File: src/rtl/shader_load_ctrl_if.sv
// Bus between the shader program-load controller, the SPI receiver, the
// frame timing generator and the shader instruction memory.
interface shader_load_ctrl_if #(
  parameter int CNT_W = 4
);
  logic             spi_cs_i;
  logic             load_req_i;
  logic             frame_start_i;
  logic             rx_load_i;
  logic [7:0]       rx_instr_i;
  logic             mode_o;
  logic [7:0]       mem_instr_o;
  logic             mem_load_o;
  logic             exec_halt_o;
  logic             busy_o;
  logic [CNT_W-1:0] instr_cnt_o;
  logic             load_done_o;

  modport master (
    output spi_cs_i, load_req_i, frame_start_i, rx_load_i, rx_instr_i,
    input  mode_o, mem_instr_o, mem_load_o, exec_halt_o, busy_o,
    input  instr_cnt_o, load_done_o
  );

  modport slave (
    input  spi_cs_i, load_req_i, frame_start_i, rx_load_i, rx_instr_i,
    output mode_o, mem_instr_o, mem_load_o, exec_halt_o, busy_o,
    output instr_cnt_o, load_done_o
  );
endinterface

File: src/rtl/shader_load_ctrl.sv
// Sequences a full shader program load over SPI: owns the receiver mode bit,
// halts the core while loading and releases it on a frame boundary.
module shader_load_ctrl #(
  parameter int NUM_INSTR = 8,
  parameter int CNT_W     = $clog2(NUM_INSTR + 1)
) (
  input  logic               clk_i,
  input  logic               rst_i,
  shader_load_ctrl_if.slave  bus
);

  localparam logic [CNT_W-1:0] LAST_CNT = CNT_W'(NUM_INSTR);
  localparam logic [CNT_W-1:0] CNT_ONE  = CNT_W'(1);

  typedef enum logic [2:0] {
    ST_RUN,
    ST_WAIT_IDLE,
    ST_LOAD,
    ST_WAIT_CS,
    ST_WAIT_FRAME
  } state_t;

  state_t           state;
  logic             cs_p0;
  logic             cs_p1;
  logic             req_p0;
  logic             mode_q;
  logic [7:0]       instr_q;
  logic             mem_load_q;
  logic             halt_q;
  logic             busy_q;
  logic [CNT_W-1:0] cnt_q;
  logic             done_q;

  logic             cs_idle;
  logic             req_edge;
  logic [CNT_W-1:0] cnt_inc;

  assign cs_idle  = cs_p1;
  assign req_edge = bus.load_req_i & ~req_p0;
  assign cnt_inc  = cnt_q + CNT_ONE;

  // Stage p0/p1: chip-select synchronizer; p0 also holds the request level for edge detect
  always_ff @(posedge clk_i or posedge rst_i) begin
    if (rst_i) begin
      cs_p0  <= 1'b1;
      cs_p1  <= 1'b1;
      req_p0 <= 1'b0;
    end else begin
      cs_p0  <= bus.spi_cs_i;
      cs_p1  <= cs_p0;
      req_p0 <= bus.load_req_i;
    end
  end

  // Control FSM; every output is computed alongside the next state and registered
  always_ff @(posedge clk_i or posedge rst_i) begin
    if (rst_i) begin
      state      <= ST_RUN;
      mode_q     <= 1'b0;
      instr_q    <= 8'h00;
      mem_load_q <= 1'b0;
      halt_q     <= 1'b0;
      busy_q     <= 1'b0;
      cnt_q      <= '0;
      done_q     <= 1'b0;
    end else begin
      mem_load_q <= 1'b0;
      done_q     <= 1'b0;
      case (state)
        ST_RUN: begin
          // A request landing in the release cycle is dropped, never queued
          if (req_edge && !done_q) begin
            state  <= ST_WAIT_IDLE;
            halt_q <= 1'b1;
            busy_q <= 1'b1;
          end
        end
        ST_WAIT_IDLE: begin
          if (cs_idle) begin
            state  <= ST_LOAD;
            mode_q <= 1'b1;
            cnt_q  <= '0;
          end
        end
        ST_LOAD: begin
          // Bursts may be split by idle chip-select gaps; only the byte count ends LOAD
          if (bus.rx_load_i && (cnt_q != LAST_CNT)) begin
            mem_load_q <= 1'b1;
            instr_q    <= bus.rx_instr_i;
            cnt_q      <= cnt_inc;
            if (cnt_inc == LAST_CNT) begin
              state <= ST_WAIT_CS;
            end
          end
        end
        ST_WAIT_CS: begin
          if (cs_idle) begin
            state  <= ST_WAIT_FRAME;
            mode_q <= 1'b0;
          end
        end
        ST_WAIT_FRAME: begin
          if (bus.frame_start_i) begin
            state  <= ST_RUN;
            halt_q <= 1'b0;
            busy_q <= 1'b0;
            done_q <= 1'b1;
          end
        end
        default: begin
          state  <= ST_RUN;
          mode_q <= 1'b0;
          halt_q <= 1'b0;
          busy_q <= 1'b0;
        end
      endcase
    end
  end

  assign bus.mode_o      = mode_q;
  assign bus.mem_instr_o = instr_q;
  assign bus.mem_load_o  = mem_load_q;
  assign bus.exec_halt_o = halt_q;
  assign bus.busy_o      = busy_q;
  assign bus.instr_cnt_o = cnt_q;
  assign bus.load_done_o = done_q;

endmodule

File: src/flat_wrapper.sv
// flat-port wrapper written by rule: the top's interface ports become plain ports
module shader_load_ctrl_flat 
#(
  parameter int NUM_INSTR = 8,
  parameter int CNT_W     = $clog2(NUM_INSTR + 1)
)
  (clk_i, rst_i, bus_spi_cs_i, bus_load_req_i, bus_frame_start_i, bus_rx_load_i, bus_rx_instr_i, bus_mode_o, bus_mem_instr_o, bus_mem_load_o, bus_exec_halt_o, bus_busy_o, bus_instr_cnt_o, bus_load_done_o);
  shader_load_ctrl_if #(.CNT_W(CNT_W)) bus_i ();
  input  logic clk_i;
  input  logic rst_i;
  input wire logic [$bits(bus_i.spi_cs_i)-1:0] bus_spi_cs_i;
  input wire logic [$bits(bus_i.load_req_i)-1:0] bus_load_req_i;
  input wire logic [$bits(bus_i.frame_start_i)-1:0] bus_frame_start_i;
  input wire logic [$bits(bus_i.rx_load_i)-1:0] bus_rx_load_i;
  input wire logic [$bits(bus_i.rx_instr_i)-1:0] bus_rx_instr_i;
  output wire logic [$bits(bus_i.mode_o)-1:0] bus_mode_o;
  output wire logic [$bits(bus_i.mem_instr_o)-1:0] bus_mem_instr_o;
  output wire logic [$bits(bus_i.mem_load_o)-1:0] bus_mem_load_o;
  output wire logic [$bits(bus_i.exec_halt_o)-1:0] bus_exec_halt_o;
  output wire logic [$bits(bus_i.busy_o)-1:0] bus_busy_o;
  output wire logic [$bits(bus_i.instr_cnt_o)-1:0] bus_instr_cnt_o;
  output wire logic [$bits(bus_i.load_done_o)-1:0] bus_load_done_o;
  assign bus_i.spi_cs_i = bus_spi_cs_i;
  assign bus_i.load_req_i = bus_load_req_i;
  assign bus_i.frame_start_i = bus_frame_start_i;
  assign bus_i.rx_load_i = bus_rx_load_i;
  assign bus_i.rx_instr_i = bus_rx_instr_i;
  assign bus_mode_o = bus_i.mode_o;
  assign bus_mem_instr_o = bus_i.mem_instr_o;
  assign bus_mem_load_o = bus_i.mem_load_o;
  assign bus_exec_halt_o = bus_i.exec_halt_o;
  assign bus_busy_o = bus_i.busy_o;
  assign bus_instr_cnt_o = bus_i.instr_cnt_o;
  assign bus_load_done_o = bus_i.load_done_o;
  shader_load_ctrl #(.NUM_INSTR(NUM_INSTR), .CNT_W(CNT_W)) u_core (.clk_i(clk_i), .rst_i(rst_i), .bus(bus_i));
endmodule
File: config.mk
export PLATFORM = sky130hd
export DESIGN_NAME = shader_load_ctrl_flat
export DESIGN_NICKNAME = d
export VERILOG_FILES = /design/src/rtl/shader_load_ctrl_if.sv /design/src/rtl/shader_load_ctrl.sv /design/src/flat_wrapper.sv
export SDC_FILE = /design/constraint.sdc
export NUM_CORES = 1
export LEC_CHECK = 0
export ABC_AREA = 1
export CAP_MARGIN = 15
export CORE_ASPECT_RATIO = 1.4
export CORE_UTILIZATION = 48
export CTS_BUF_LIST = sky130_fd_sc_hd__clkbuf_8
export DETAILED_ROUTE_END_ITERATION = 12
export PLACE_DENSITY = 0.81
export SLEW_MARGIN = 25
export SYNTH_ARGS = -nofsm -noshare
export SYNTH_HDL_FRONTEND = slang
export SYNTH_SLANG_ARGS = --single-unit
File: constraint.sdc
create_clock -name clk_i -period 1.7 [get_ports clk_i]
set_input_delay 0.17 -clock clk_i [delete_from_list [all_inputs] [get_ports clk_i]]
set_output_delay 0.17 -clock clk_i [all_outputs]
set_load 0.02 [all_outputs]
# --- Word level (Yosys, flattened, before mapping) ---
# Index checks and enable logic that the tools add are counted.
word_totals:
  reg_bits: 22
  latch_bits: 0
  ramBits: 0
  mem_bits_ro: 0
  in_bits: 14
  output_inout_bits: 17
  wordCells: 59
  memories: 0
op_classes:
  add_sub_neg: 1
  mul: 0
  div: 0
  magnitude_cmp: 0
  eq_ne: 12
  n_shift: 0
  n_mux: 20
  bitwise_logic: 4
  n_reduce_logical: 12
ops:
  columns: ["operator", "count"]
  rows:
  - ["two-way mux 3 bit", 6]
  - ["case mux 3 bit (5 select lines)", 1]
  - ["inequality test 2 x 1 -> 1 bit (second input constant)", 5]
  - ["AND reduction 3 bit", 3]
  - ["two-way mux 1 bit", 8]
  - ["two-way mux 4 bit", 2]
  - ["case mux 4 bit (2 select lines)", 1]
  - ["== test 3 x 2 -> 1 bit (second input constant)", 2]
  - ["case mux 1 bit (3 select lines)", 2]
  - ["AND reduction 6 bit", 1]
  - ["OR reduction 3 bit", 2]
  - ["adder 4 x 1 -> 4 bit (second input constant)", 1]
  - ["== test 4 bit (second input constant)", 1]
  - ["inequality test 4 bit (second input constant)", 1]
  - ["== test 3 x 1 -> 1 bit (second input constant)", 1]
  - ["== test 3 bit (second input constant)", 1]
  - ["logical NOT 3 bit", 1]
  - ["inverter 1 bit", 3]
  - ["logical AND 1 bit", 2]
  - ["inequality test 2 bit (second input constant)", 1]
  - ["AND reduction 2 bit", 1]
  - ["nonzero test 2 bit", 1]
  - ["AND 1 bit", 1]
  - ["logical NOT 1 bit", 1]

# --- Depth between registers and ports, before layout ---
logic_depth:
  ltp_word: 5
  depth_mapped: 10

# --- Least setup slack after synthesis ---
# No wires, ideal clock.
synth_timing:
  path_kind: "register to register"
  from: "register u_core.cnt_q[0] (netlist: u_core.bus.instr_cnt_o[0])"
  to: "register u_core.state[0]"
  arrival_ns: 1.334
  required_time_ns: 1.583
  setup_slack_ns: 0.250
  stages_incl_launch_ff: 11
  n_path_buf: 0
  period_less_slack_ns: 1.450
  cell_sequence: "dfrtp_1 > inv_1 > ha_1 > nand3_1 > nand2_1 > nand2_1 > nand2_2 > inv_1 > nand3_1 > nand2_1 > nand2_1"
synth_between:
  elab_chain_len: 4
  elab_cells_between_ends: 7
  classes_between: "add/sub (1); eq/ne (4); reduce/logical (2)"
synth_rtl:
  columns: ["item", "line", "text"]
  rows:
  - ["start: declaration", "shader_load_ctrl.sv:32", "logic [CNT_W-1:0] cnt_q;"]
  - ["start signal: assignment", "shader_load_ctrl.sv:91", "cnt_q <= cnt_inc;"]
  - ["adder 4 x 1 -> 4 bit / inequality test 4 bit (equally long branches)", "shader_load_ctrl.sv:41, shader_load_ctrl.sv:88", null]
  - ["== test 4 bit / logical AND 1 bit (equally long branches)", "shader_load_ctrl.sv:92, shader_load_ctrl.sv:88", null]
  - ["inequality test 2 x 1 -> 1 bit (no line)", null, null]
  - ["AND reduction 6 bit (no line) (*)", null, null]
  - ["end signal: assignment", "shader_load_ctrl.sv:93", "state <= ST_WAIT_CS;"]
  - ["end signal: assignment", "shader_load_ctrl.sv:99", "state <= ST_WAIT_FRAME;"]
  - ["end signal: assignment", "shader_load_ctrl.sv:105", "state <= ST_RUN;"]
  - ["end: declaration", "shader_load_ctrl.sv:23", "state_t state;"]
# Mark *: on every way between the ends. The rest lies on a longest branch, timed or not.
# A chain may end at the register's enable or synchronous reset.

# --- Final worst setup path ---
layout_timing:
  from: "register u_core.cnt_q[0] (netlist: u_core.bus.instr_cnt_o[0])"
  to: "output port bus_instr_cnt_o[0]"
layout_rtl:
  columns: ["item", "line", "text"]
  rows:
  - ["end: declaration", "flat_wrapper.sv:21", "output wire logic [$bits(bus_i.instr_cnt_o)-1:0] bus_instr_cnt_o;"]
# No word-level cell between the ends.

==> impl_metrics.env <==
export IMPL_status="completed"
export IMPL_dr_pass1_iters=4
export IMPL_synth_cell_types=21
export IMPL_cts_clk_slew_worst_paths_ns=0.08
export IMPL_cts_inserted_buffers=3
export IMPL_initial_core_util_pct=52.44
export IMPL_hold_buffers=0
export IMPL_cpPeakStageDelay_ns=0.64
export IMPL_layout_nets=174
export IMPL_routed_via_density=5.107
export IMPL_ys_seq_area_share_pct=52.81
export IMPL_finalCritPeriodShare_pct=89.37
export IMPL_cts_htree_levels=1
export IMPL_pin_count=31
export IMPL_synth_seq_cells=22
export IMPL_ys_warnings_count=0
export IMPL_fin_area_sq_um=1414
export IMPL_tightest_slew_ns=0.3962
export IMPL_post_cts_buffers=0
export IMPL_clockBufferDepth=2
export IMPL_finalCriticalPeriod_ns=1.519
export IMPL_hold_viol=0
export IMPL_crit_path_start_kind="flip-flop"
export IMPL_grt_pass1_wl_um=3953
export IMPL_ant_nets=0
export IMPL_tns_ns=0
export IMPL_crit_type="flip-flop to output pin"
export IMPL_gp_congestion=0.8366
export IMPL_port_buffers=30
export IMPL_power_leakage_uw=0.0007062
export IMPL_die_area_sq_um=2375
export IMPL_peakVddDrop_v=0.001073
export IMPL_max_freq_mhz=658.2
export IMPL_antenna_found_initial=0
export IMPL_critical_path_top_delay_family="buffers and inverters"
export IMPL_cts_root_buffer="clkbuf_8"
export IMPL_cts_sinks=22
export IMPL_setup_viol=0
export IMPL_vias=909
export IMPL_cts_tree="yes"
export IMPL_syn_num_nets=140
export IMPL_antenna_cells=0
export IMPL_drc=0
export IMPL_die_w_um=41.48
export IMPL_skew_ns=0.003966
export IMPL_relSlewSlack_pct=73.56
export IMPL_hpwlAfterDp_um=1696
export IMPL_die_y_um=57.27
export IMPL_worstPathRequired_ns=1.53
export IMPL_cp_slowest_cell="clkdlybuf4s50_1"
export IMPL_syn_instance_count=124
export IMPL_syn_cell_area_sq_um=1047
export IMPL_powerDensity_nw_per_um2=1729
export IMPL_cp_max_fo=7
export IMPL_clock_latency_ns=0.25
export IMPL_grt_start_max_net_pins=13
export IMPL_wl_per_cell_um=11.97
export IMPL_crit_chain="clkdlybuf4s50_1"
export IMPL_min_path_type="input pin to async pin"
export IMPL_placed_cell_area_sq_um=1359
export IMPL_grt_pass1_vias=986
export IMPL_drive_gt1_share_pct=11.46
export IMPL_synth_avg_cell_area_sq_um=8.446
export IMPL_rsz0062_at_grt="no"
export IMPL_cp_num_buf_inv=1
export IMPL_core_area_sq_um=1997
export IMPL_num_rows=19
export IMPL_final_cell_mix="nand2_1, clkdlybuf4s50_1, dfrtp_1"
export IMPL_overflow=0
export IMPL_drv_slew=0
export IMPL_syn_to_final_growth_pct=35.01
export IMPL_worstPathArrival_ns=1.35
export IMPL_grt_use_total_pct=21.17
export IMPL_ctsResizeCount=0
export IMPL_drt_wl_total_um=2131
export IMPL_drt_initial_drc_count=9
export IMPL_final_common_cell="nand2_1"
export IMPL_drv_cap=0
export IMPL_end_kind="output pin"
==> worst paths after layout <==
check                                     startpoint                        end  slack (ns)  cells past startpoint
setup / recovery           u_core.bus.instr_cnt_o[0]         bus_instr_cnt_o[0]        0.18                      1
hold / removal                                 rst_i          u_core.bus.mode_o        0.19                      2
setup reg to reg           u_core.bus.instr_cnt_o[0]  u_core.bus.instr_cnt_o[3]        0.24                      7
hold reg to reg                         u_core.cs_p0             u_core.cs_idle        0.36                      0
max in group asynchronous                      rst_i      u_core.bus.mem_load_o        1.01                      3
min in group clk_i                      bus_spi_cs_i               u_core.cs_p0        0.33                      1
==> flip-flops by register name, indices dropped and copies added, names as in the netlist <==
register / count
u_core.bus.instr_cnt_o: 4
u_core.bus.mode_o: 1
u_core.cs_p0: 1
u_core.bus.mem_instr_o: 8
u_core.req_p0: 1
u_core.state: 3
u_core.bus.load_done_o: 1
u_core.bus.exec_halt_o: 1
u_core.bus.mem_load_o: 1
u_core.cs_idle: 1
==> stage by stage <==
step / util (%) / instances / hold WS, ns / total power, uW / setup WS, ns
floorplan: - / 124 / 0.1577 / 1654 / 0.2496
global placement: 68.05 / 174 / 0.3482 / 2052 / 0.3206
detailed placement: 68.05 / 174 / 0.3498 / 2099 / 0.2587
CTS: 70.80 / 178 / 0.2064 / 2472 / 0.1846
global route: 70.80 / 178 / 0.2460 / 2641 / 0.07789
finish: 70.80 / 178 / 0.1901 / 2445 / 0.1808
==> area by class of cell <==
| class | instances | area (sq um) |
|---|---|---|
| tap | 21 | 26.28 |
| fill | 166 | 583.1 |
| inverter | 18 | 70.07 |
| clock buffer | 4 | 55.05 |
| timing repair buffer | 31 | 307.8 |
| sequential | 22 | 553.0 |
| multi-input combinational | 82 | 401.6 |
==> logic make-up (layout without fill, tap and decap cells) <==
family	Yosys count	after routing	share of synthesized area [%]
AND/OR/NAND/NOR	72	72	31.78
flip-flops	22	22	52.81
adder cells (fa/ha/maj)	2	2	2.389
buffers and inverters	20	53	8.841
AO/OA/AOI/OAI	8	8	4.181
==> synth_stat cells, drive strengths merged <==
library cell | n | share of area [%]
o21ai | 6 | 3.2
buf | 2 | 2.2
nand2 | 46 | 17
nand3b | 1 | 0.72
inv | 18 | 6.7
ha | 2 | 2.4
nor3 | 1 | 0.48
nand3 | 12 | 6.9
nand4 | 3 | 1.8
dfstp | 2 | 5.0
nor2 | 9 | 4.4
a21oi | 2 | 0.96
dfrtp | 20 | 48
==> per-layer routing <==
metal	share of wire [%]	GRT usage (%)	vias to the layer above	wire (um)
li1	-	-	448	-
met1	39	22.45	436	841
met2	55	39.96	23	1171
met3	4.4	2.532	2	94
met4	1.1	11.06	0	24
met5	0	0	-	0
==> report_power, final <==
part / total, uW / internal (uW) / switching, uW
Combinational: 1240 / 518 / 719
Clock: 362 / 206 / 157
Sequential: 846 / 704 / 141
Total: 2440 / 1430 / 1020
No activity file was read; power rests on OpenSTA's default activity.
